--- src/rtl/gate_lane_if.sv ---
// Lane-side signal bundle between the loop conditioners / E-pass block and the gate lane controller.
interface gate_lane_if #(
    parameter int unsigned CAP_W  = 8,
    parameter int unsigned TIME_W = 16
);
    logic              sensor1;
    logic              sensor2;
    logic              sensor3;
    logic              epass_valid;
    logic              epass_ok;
    logic              veh_exit;
    logic              calc_req;
    logic              barrier_up;
    logic [TIME_W-1:0] transit_time;
    logic              time_valid;
    logic              reject;
    logic              timeout_err;
    logic [CAP_W-1:0]  occupancy;
    logic              full;
    logic [1:0]        state;

    modport master (
        output sensor1, sensor2, sensor3, epass_valid, epass_ok, veh_exit,
        input  calc_req, barrier_up, transit_time, time_valid, reject, timeout_err,
               occupancy, full, state
    );

    modport slave (
        input  sensor1, sensor2, sensor3, epass_valid, epass_ok, veh_exit,
        output calc_req, barrier_up, transit_time, time_valid, reject, timeout_err,
               occupancy, full, state
    );
endinterface

--- src/rtl/gate_lane_controller.sv ---
// Gate lane controller: times approach-to-reader transit, arbitrates the E-pass verdict,
// drives the barrier and tracks lot occupancy against capacity.
module gate_lane_controller #(
    parameter int unsigned CAP_W         = 8,
    parameter int unsigned CAPACITY      = 200,
    parameter int unsigned TIME_W        = 16,
    parameter int unsigned VALID_TIMEOUT = 1000,
    parameter int unsigned OPEN_TIMEOUT  = 5000
) (
    input  logic       clk,
    input  logic       reset_n,
    gate_lane_if.slave bus
);
    localparam int unsigned TMO_MAX = (VALID_TIMEOUT > OPEN_TIMEOUT) ? VALID_TIMEOUT : OPEN_TIMEOUT;
    localparam int unsigned WAIT_W  = $clog2(TMO_MAX + 1);
    localparam logic [WAIT_W-1:0] VALID_LAST = WAIT_W'(VALID_TIMEOUT - 1);
    localparam logic [WAIT_W-1:0] OPEN_LAST  = WAIT_W'(OPEN_TIMEOUT - 1);
    localparam logic [CAP_W-1:0]  CAP_VAL    = CAP_W'(CAPACITY);

    typedef enum logic [1:0] {
        S_IDLE     = 2'd0,
        S_MEASURE  = 2'd1,
        S_VALIDATE = 2'd2,
        S_OPEN     = 2'd3
    } state_t;

    state_t            r_state, w_state_nxt;
    logic [TIME_W-1:0] r_timer, w_timer_nxt, w_timer_inc;
    logic [TIME_W-1:0] r_transit, w_transit_nxt;
    logic [WAIT_W-1:0] r_wait, w_wait_nxt;
    logic [CAP_W-1:0]  r_occ, w_occ_nxt;
    logic              r_full, r_calc_req, r_barrier_up;
    logic              r_time_valid, r_reject, r_timeout_err;
    logic              w_time_valid_nxt, w_reject_nxt, w_timeout_nxt, w_commit;
    logic              r_s1_prev, r_s3_prev;
    logic              w_s1_rise, w_s3_fall;

    assign w_timer_inc = (r_timer == '1) ? r_timer : r_timer + TIME_W'(1);
    assign w_s1_rise   = bus.sensor1 & ~r_s1_prev;
    assign w_s3_fall   = r_s3_prev & ~bus.sensor3;

    // Next-state, timers and pulse decode
    always_comb begin
        w_state_nxt      = r_state;
        w_timer_nxt      = r_timer;
        w_transit_nxt    = r_transit;
        w_wait_nxt       = r_wait;
        w_time_valid_nxt = 1'b0;
        w_reject_nxt     = 1'b0;
        w_timeout_nxt    = 1'b0;
        w_commit         = 1'b0;
        case (r_state)
            S_IDLE: begin
                if (bus.sensor1 && !r_full) begin
                    w_state_nxt = S_MEASURE;
                    w_timer_nxt = '0;
                end else if (w_s1_rise && r_full) begin
                    w_reject_nxt = 1'b1;
                end
            end
            S_MEASURE: begin
                w_timer_nxt = w_timer_inc;
                if (bus.sensor2) begin
                    w_transit_nxt    = w_timer_inc;
                    w_time_valid_nxt = 1'b1;
                    w_wait_nxt       = '0;
                    w_state_nxt      = S_VALIDATE;
                end
            end
            S_VALIDATE: begin
                w_wait_nxt = r_wait + WAIT_W'(1);
                // A verdict on the final cycle takes priority over the timeout
                if (bus.epass_valid) begin
                    if (bus.epass_ok) begin
                        w_state_nxt = S_OPEN;
                        w_wait_nxt  = '0;
                    end else begin
                        w_reject_nxt = 1'b1;
                        w_state_nxt  = S_IDLE;
                    end
                end else if (r_wait == VALID_LAST) begin
                    w_timeout_nxt = 1'b1;
                    w_reject_nxt  = 1'b1;
                    w_state_nxt   = S_IDLE;
                end
            end
            S_OPEN: begin
                w_wait_nxt = r_wait + WAIT_W'(1);
                if (w_s3_fall) begin
                    w_commit    = 1'b1;
                    w_state_nxt = S_IDLE;
                end else if (r_wait == OPEN_LAST) begin
                    w_timeout_nxt = 1'b1;
                    w_state_nxt   = S_IDLE;
                end
            end
            default: w_state_nxt = S_IDLE;
        endcase
    end

    // Occupancy: a simultaneous entry and exit cancel out
    always_comb begin
        w_occ_nxt = r_occ;
        if (w_commit && !bus.veh_exit) begin
            w_occ_nxt = (r_occ >= CAP_VAL) ? r_occ : r_occ + CAP_W'(1);
        end else if (!w_commit && bus.veh_exit && (r_occ != '0)) begin
            w_occ_nxt = r_occ - CAP_W'(1);
        end
    end

    always_ff @(posedge clk or negedge reset_n) begin
        if (!reset_n) begin
            r_state       <= S_IDLE;
            r_timer       <= '0;
            r_transit     <= '0;
            r_wait        <= '0;
            r_occ         <= '0;
            r_full        <= 1'b0;
            r_calc_req    <= 1'b0;
            r_barrier_up  <= 1'b0;
            r_time_valid  <= 1'b0;
            r_reject      <= 1'b0;
            r_timeout_err <= 1'b0;
            r_s1_prev     <= 1'b0;
            r_s3_prev     <= 1'b0;
        end else begin
            r_state       <= w_state_nxt;
            r_timer       <= w_timer_nxt;
            r_transit     <= w_transit_nxt;
            r_wait        <= w_wait_nxt;
            r_occ         <= w_occ_nxt;
            r_full        <= (r_occ >= CAP_VAL);
            r_calc_req    <= (w_state_nxt == S_VALIDATE);
            r_barrier_up  <= (w_state_nxt == S_OPEN);
            r_time_valid  <= w_time_valid_nxt;
            r_reject      <= w_reject_nxt;
            r_timeout_err <= w_timeout_nxt;
            r_s1_prev     <= bus.sensor1;
            r_s3_prev     <= bus.sensor3;
        end
    end

    assign bus.calc_req     = r_calc_req;
    assign bus.barrier_up   = r_barrier_up;
    assign bus.transit_time = r_transit;
    assign bus.time_valid   = r_time_valid;
    assign bus.reject       = r_reject;
    assign bus.timeout_err  = r_timeout_err;
    assign bus.occupancy    = r_occ;
    assign bus.full         = r_full;
    assign bus.state        = r_state;
endmodule

--- src/flat_wrapper.sv ---
// flat-port wrapper written by rule: the top's interface ports become plain ports
module gate_lane_controller_flat 
#(
    parameter int unsigned CAP_W         = 8,
    parameter int unsigned CAPACITY      = 200,
    parameter int unsigned TIME_W        = 16,
    parameter int unsigned VALID_TIMEOUT = 1000,
    parameter int unsigned OPEN_TIMEOUT  = 5000
)
  (clk, reset_n, bus_sensor1, bus_sensor2, bus_sensor3, bus_epass_valid, bus_epass_ok, bus_veh_exit, bus_calc_req, bus_barrier_up, bus_transit_time, bus_time_valid, bus_reject, bus_timeout_err, bus_occupancy, bus_full, bus_state);
  gate_lane_if #(.CAP_W(CAP_W), .TIME_W(TIME_W)) bus_i ();
  input  logic clk;
  input  logic reset_n;
  input wire logic [$bits(bus_i.sensor1)-1:0] bus_sensor1;
  input wire logic [$bits(bus_i.sensor2)-1:0] bus_sensor2;
  input wire logic [$bits(bus_i.sensor3)-1:0] bus_sensor3;
  input wire logic [$bits(bus_i.epass_valid)-1:0] bus_epass_valid;
  input wire logic [$bits(bus_i.epass_ok)-1:0] bus_epass_ok;
  input wire logic [$bits(bus_i.veh_exit)-1:0] bus_veh_exit;
  output wire logic [$bits(bus_i.calc_req)-1:0] bus_calc_req;
  output wire logic [$bits(bus_i.barrier_up)-1:0] bus_barrier_up;
  output wire logic [$bits(bus_i.transit_time)-1:0] bus_transit_time;
  output wire logic [$bits(bus_i.time_valid)-1:0] bus_time_valid;
  output wire logic [$bits(bus_i.reject)-1:0] bus_reject;
  output wire logic [$bits(bus_i.timeout_err)-1:0] bus_timeout_err;
  output wire logic [$bits(bus_i.occupancy)-1:0] bus_occupancy;
  output wire logic [$bits(bus_i.full)-1:0] bus_full;
  output wire logic [$bits(bus_i.state)-1:0] bus_state;
  assign bus_i.sensor1 = bus_sensor1;
  assign bus_i.sensor2 = bus_sensor2;
  assign bus_i.sensor3 = bus_sensor3;
  assign bus_i.epass_valid = bus_epass_valid;
  assign bus_i.epass_ok = bus_epass_ok;
  assign bus_i.veh_exit = bus_veh_exit;
  assign bus_calc_req = bus_i.calc_req;
  assign bus_barrier_up = bus_i.barrier_up;
  assign bus_transit_time = bus_i.transit_time;
  assign bus_time_valid = bus_i.time_valid;
  assign bus_reject = bus_i.reject;
  assign bus_timeout_err = bus_i.timeout_err;
  assign bus_occupancy = bus_i.occupancy;
  assign bus_full = bus_i.full;
  assign bus_state = bus_i.state;
  gate_lane_controller #(.CAP_W(CAP_W), .CAPACITY(CAPACITY), .TIME_W(TIME_W), .VALID_TIMEOUT(VALID_TIMEOUT), .OPEN_TIMEOUT(OPEN_TIMEOUT)) u_core (.clk(clk), .reset_n(reset_n), .bus(bus_i));
endmodule
--- config.mk ---
export PLATFORM = sky130hd
export DESIGN_NAME = gate_lane_controller_flat
export DESIGN_NICKNAME = d
export VERILOG_FILES = /design/src/rtl/gate_lane_if.sv /design/src/rtl/gate_lane_controller.sv /design/src/flat_wrapper.sv
export SDC_FILE = /design/constraint.sdc
export NUM_CORES = 1
export LEC_CHECK = 0
export ABC_AREA = 1
export CAP_MARGIN = 40
export CORE_MARGIN = 2
export CORE_UTILIZATION = 40
export CTS_CLUSTER_SIZE = 8
export DETAILED_ROUTE_END_ITERATION = 8
export GPL_TIMING_DRIVEN = 0
export PLACE_DENSITY = 0.63
export SKIP_LAST_GASP = 1
export SLEW_MARGIN = 20
export SYNTH_ARGS = -nofsm -noshare
export SYNTH_HDL_FRONTEND = slang
export SYNTH_SLANG_ARGS = --single-unit
--- constraint.sdc ---
create_clock -name clk -period 1.8 [get_ports clk]
set_input_delay 0.45 -clock clk [delete_from_list [all_inputs] [get_ports clk]]
set_output_delay 0.45 -clock clk [all_outputs]
set_load 0.02 [all_outputs]
Yosys cells after proc, flatten, opt, wreduce, memory -nomap -nowiden
Index checks and enable logic that the tools add are counted.
{ "totals": {"register_bits": 63, "latchBits": 0, "mem_bits_rw": 0, "romBits": 0, "input_bits": 8, "output_inout_bits": 32, "elab_cells": 82, "n_memories": 0} }
{ "op_classes": {"addsub": 4, "multipliers": 0, "div_mod_pow": 0, "n_lt_le_gt_ge": 1, "eq_ne": 11, "shift": 0, "mux": 32, "n_bitwise": 4, "reduce_logical": 17} }
{ "ops": {"columns": ["operator", "n"], "rows": [
  ["$mux 13", 3],
  ["$pmux 13 s3", 1],
  ["$mux 16", 2],
  ["$pmux 16 s2", 1],
  ["$mux 8", 3],
  ["$add 16x1->16 const B", 1],
  ["$eq 16x16->1 const B", 1],
  ["$mux 2", 7],
  ["$add 13x1->13 const B", 1],
  ["$eq 13x10->1 const B", 1],
  ["$eq 13x13->1 const B", 1],
  ["$mux 1", 12],
  ["$add 8x1->8 const B", 1],
  ["$eq 2x2->1 const B", 4],
  ["$ge 8x8->1 const B", 1],
  ["$pmux 2 s4", 1],
  ["$reduce_and 2->1", 4],
  ["$reduce_bool 8->1", 1],
  ["$sub 8x1->8 const B", 1],
  ["$logic_and 1x1->1", 5],
  ["$ne 2x2->1 const B", 2],
  ["$pmux 1 s2", 2],
  ["$reduce_bool 2->1", 2],
  ["$logic_not 1->1", 3],
  ["other kinds (6)", 8]
]} }

Longest topological paths before layout
Gate-level depths: netlist of the first run.
{ "depth": {"word_depth": 9, "depth_mapped": 15, "ltp_nobuf": 14} }

Worst setup path before layout of the first run
No wires, ideal clock.
{ "synth_timing": {"path_kind": "register to register", "startpoint": "register u_core.r_state[1], in the netlist u_core.bus.state[1]", "endpoint": "register u_core.r_occ[6], in the netlist u_core.bus.occupancy[6]", "setup_time_ps": 117, "arrival_time_ps": 1842, "required_time_ps": 1683, "path_slack_ps": -159, "path_stages_with_launch": 12, "n_path_buf": 1, "synth_period_minus_slack_ps": 1959, "path_cell_list": "dfrtp_1 buf_4 nand2_2 inv_2 nand3_2 ha_1 nand2_1 inv_1 o21ai_0 nand4_1 nand3_1 nand2_1"} }
{ "synth_between": {"elab_chain_len": 7, "word_cells_on_any_way": 10, "classes_between": "eq/ne: 2; mux: 2; reduce/logical: 6"} }
{ "synth_rtl": {"columns": ["item", "line", "source"], "rows": [
  ["start, declared", "gate_lane_controller.sv:27", "state_t r_state, w_state_nxt;"],
  ["start signal, assigned", "gate_lane_controller.sv:127", "r_state <= w_state_nxt;"],
  ["$eq 2x2->1 (*)", "gate_lane_controller.sv:52", "case (r_state)"],
  ["$mux 1 (*)", "gate_lane_controller.sv:52", null],
  ["$logic_not 1->1", "gate_lane_controller.sv:106", "end else if (!w_commit && bus.veh_exit && (r_occ != '0)) begin"],
  ["$logic_and 1x1->1 (2 in a row)", "gate_lane_controller.sv:106", null],
  ["$reduce_bool 2->1 (no line)", null, null],
  ["$reduce_and 2->1 (no line)", null, null],
  ["end signal, assigned", "gate_lane_controller.sv:131", "r_occ <= w_occ_nxt;"],
  ["end, declared", "gate_lane_controller.sv:31", "logic [CAP_W-1:0] r_occ, w_occ_nxt;"]
]} }
Mark *: on every way between the ends. The rest lies on a longest branch, timed or not.
A chain may end at the register's enable or synchronous reset.

Final worst setup path of the first run
{ "layout_timing": {"startpoint": "input bus_veh_exit", "endpoint": "register u_core.r_occ[5], in the netlist u_core.bus.occupancy[5]"} }
{ "layout_between": {"elab_chain_len": 4, "word_cells_on_any_way": 8, "classes_between": "eq/ne: 1; mux: 1; reduce/logical: 6"} }
{ "layout_rtl": {"columns": ["item", "line", "source"], "rows": [
  ["start, declared", "flat_wrapper.sv:19", "input wire logic [$bits(bus_i.veh_exit)-1:0] bus_veh_exit;"],
  ["$logic_not 1->1 or $logic_and 1x1->1 (tied branches)", "gate_lane_controller.sv:104, gate_lane_controller.sv:106", null],
  ["$logic_and 1x1->1, on equally long branches", "gate_lane_controller.sv:104, gate_lane_controller.sv:106", null],
  ["$ne 2x2->1 (no line) or $reduce_bool 2->1 (tied branches)", null, null],
  ["$reduce_and 2->1 (no line)", null, null]
]} }
Parallel ways exist; a longest one is shown, timed or not.

==> run_results.csv, run 1 <==
group,metric,value,unit
sta,relSlewSlack,68.7,%
cells_and_area,final_layout_size_suffix_gt1_share,16.6,%
critical_path,startpoint_type,"input pin",
critical_path,critPathKind,"input pin to register",
clock_network,clkTransAtPathRegs,0.07,ns
place,dp_slack,-0.639,ns
yosys,syn_area,3540,um2
yosys,synth_flop_cell,"dfrtp_1",
drt,routedWlPerCell,13.1,um
drt,viasPerCell,5.03,
clock_network,cts_tree,"built",
clock_network,insertion_delay,0.34,ns
critical_path,crit_required,2.02,ns
power,powerDensity,1530,nW/um2
cells_and_area,diodes,0,
cells_and_area,nNetsFinal,572,
yosys,yosysWarningCount,0,
yosys,synth_top_cells_by_area,"dfrtp_1 44%, nand2_1 18%, nor2_1 5.7%",
yosys,ys_seq_area_share,44.5,%
critical_path,timing.rr.start,"u_core.bus.state[1]",
sta,worstMarginPinSlew,0.470,ns
worst_hold_path,min_to,"u_core.r_s3_prev",
place,portBuffers,39,
grt,antenna_found_initial,0,
drt,drtAntennaViolNets,0,
sta,setup-tns-final,-0.0457,ns
grt,grt_usage,18.8,%
yosys,syn-instance-count,483,
clock_network,h-tree-depth,3,
sta,finClkSkew,0.00614,ns
cells_and_area,multi_input_comb_area,1920,um2
sta,slew_viol_final,0,
die,ios,40,
yosys,synth.avg_cell_area,7.34,um2
critical_path,worst_ep_arrival_time,2.04,ns
sta,finalSetupViolCount,3,
grt,grt_pass1_wl,14800,um
yosys,synth_top_area_share,44.5,%
power,leakagePower,0.00238,uW
die,start_util,41.0,%
drt,drc,0,
worst_hold_path,hold_depth,1,
yosys,synth_common_cells,"172 x nand2_1, 63 x dfrtp_1, 54 x nor2_1",
die,rows,34,
grt,grt_overflow,0,
critical_path,cp-end-kind,"register",
place,place.gp.congestion,0.877,
critical_path,reg2reg_to,"u_core.bus.occupancy[5]",
yosys,ys_ff_latch,63,
status,run_status,"complete, but fails checks",
die,die_w,98.1,um
clock_network,clkSinkCount,63,
sta,setup_slack,-0.0219,ns
critical_path,worstRegToRegCells,13,
power,irDropWorstVdd,853,uV
sta,period_minus_slack,1.82,ns
flow_run,maxCapViolations,0,
drt,drt_wl_total,8740,um
yosys,synthArstFlopShare,100,%
critical_path,r2r_slack,0.01,ns
grt,grt_pass1_vias,3245,
drt,first_pass_iters,4,
drt,vias,3356,
yosys,synth.net_count,501,
die,die-area,9630,um2
sta,min_period_over_period,101,%
clock_network,cts_buffer_depth,2,
yosys,synth_edf_count,0,
grt,grt_max_degree,49,
yosys,synthMostInstantiatedCell,"nand2_1",
die,coreArea,8640,um2
place,dp_hpwl,5980,um
worst_hold_path,hp-start,"bus_sensor3",
cells_and_area,register_area,1580,um2
worst_hold_path,hold_class,"input pin to register",
cells_and_area,num-fill-cells,810,
clock_network,cts-buffers-inserted,9,
sta,timing.fmax,549,MHz
die,fp.dieH,98.1,um
cells_and_area,syn_to_final_growth,31.9,%
sta,rsz0062_at_grt,"yes",
drt,drtIter0Drc,103,
yosys,yosysUniqueCellTypes,32,
sta,hold_violations,0,
status,violations,"setup timing",
yosys,synth_top_area_cell,"dfrtp_1",
critical_path,worstPathMaxFanout,5,
clock_network,cts_root_buf,"clkbuf_8",
==> registers in the layout, summed over array words and instances, names as in the netlist, 2 cells and up <==
name	cells
u_core.bus.transit_time	16
u_core.r_timer	16
u_core.r_wait	13
u_core.bus.occupancy	8
u_core.bus.state	2
==> power breakdown <==
part	switching, uW	leakage [uW]	internal (uW)
sequential	446	0.000838	1830
combinational	2060	0.00144	1610
clock	542	0.000100	672
==> final cells by class <==
type                            count  area share, %
Buffer                              6           1.07
Multi-Input combinational cell    357           41.1
Clock buffer                       12           3.10
Clock inverter                      4          0.963
Tap cell                          108           2.89
Inverter                           59           4.95
Timing Repair Buffer               58           12.1
Sequential cell                    63           33.8
==> cells by family after synthesis <==
| kind of cell | share of synthesized area [%] |
|---|---|
| adders and majority gates | 3.74 |
| xor gates and xnor gates | 2.22 |
| DFF | 44.5 |
| AOI/OAI and AO/OA | 7.69 |
| buffers and inverters | 7.52 |
| and+or+nand+nor | 34.3 |
==> worst max path at each step <==
stage	start	end	slack, ns	cells after the start
final	bus_veh_exit	u_core.bus.occupancy[5]	-0.02	12
after global placement	reset_n	u_core.bus.state[1]	-2.11	1
after CTS	u_core.bus.state[1]	u_core.bus.occupancy[7]	-0.07	14
after global routing	u_core.bus.state[1]	u_core.bus.occupancy[7]	-0.13	13
after detailed placement	bus_sensor3	u_core.bus.occupancy[5]	-0.64	11
after floorplan	u_core.bus.state[1]	u_core.bus.occupancy[7]	0.003	13
==> metal layers <==
metal / global-route usage (%) / vias to the layer above / wire length [um]
met1: 23.3 / 1576 / 3880
met2: 33.0 / 76 / 4380
li1: - / 1684 / -
met5: 0 / - / 0
met3: 3.79 / 20 / 308
met4: 5.90 / 0 / 179
==> per-stage QoR <==
step | utilization [%] | hold slack [ns] | power (uW) | instances | area (um2)
global route | 54.1 | 0.430 | 7720 | 667 | 4680
finish | 54.1 | 0.438 | 7160 | 667 | 4680
global placement | 47.5 | 0.461 | 5320 | 630 | 4100
floorplan | - | 0.154 | 4240 | 483 | 3580
detailed placement | 47.8 | 0.336 | 5380 | 631 | 4130
CTS | 51.5 | 0.425 | 6700 | 655 | 4450
==> layout by cell type, fill, tap and decap left out, types with 2 or more instances in the layout <==
| cell | count |
|---|---|
| dlygate4sd2_1 | 11 |
| nand2_4 | 2 |
| nand2_1 | 160 |
| nor2_2 | 2 |
| clkdlybuf4s50_1 | 21 |
| a21oi_1 | 12 |
| clkbuf_8 | 10 |
| o21ai_0 | 18 |
| ha_4 | 7 |
| ha_1 | 2 |
| nand3_4 | 2 |
| xor2_1 | 4 |
| nand4_1 | 13 |
| inv_1 | 49 |
| clkbuf_1 | 3 |
| dlymetal6s2s_1 | 6 |
| clkinv_2 | 3 |
| nand3_1 | 34 |
| o21ai_2 | 5 |
| inv_2 | 8 |
| dfrtp_2 | 3 |
| o21ai_1 | 2 |
| nor2_4 | 4 |
| buf_4 | 19 |
| dfrtp_1 | 60 |
| o21bai_1 | 2 |
| nor3_1 | 9 |
| nand2_2 | 12 |
| a21oi_2 | 3 |
| nor2_1 | 51 |
| xnor2_1 | 4 |
==> worst max-delay path, stage by stage <==
cell	delay, ns
clkdlybuf4s50_1	0.41
inv_2	0.13
nand3_4	0.19
ha_4	0.35
nand2_2	0.05
nand2_2	0.08
buf_4	0.10
inv_1	0.04
nand2_2	0.07
nand2_1	0.05
nand2_1	0.06
o21ai_1	0.06
==> what timing repair did <==
action | 4_1_cts | 5_1_grt
pin swaps | 8 | 17
endpoints found under the hold margin | 15 | 0
cloned | 1 | 1
gates resized for setup | 23 | 36
buffers inserted | 6 | 11
hold buffers | 1 | 0
endpoints found under the setup margin | 34 | 44
No activity file was read; power rests on OpenSTA's default activity.
==> run 2: changes to the inputs <==
--- a/config.mk
+++ b/config.mk
@@ -6,7 +6,7 @@
 export NUM_CORES = 1
 export LEC_CHECK = 0
 export ABC_AREA = 1
-export CAP_MARGIN = 40
+export CAP_MARGIN = 10
 export CORE_MARGIN = 2
 export CORE_UTILIZATION = 40
 export CTS_CLUSTER_SIZE = 8
==> results of run 2 <==
No change in the layout: final DEF, timing and power equal those of run 1.
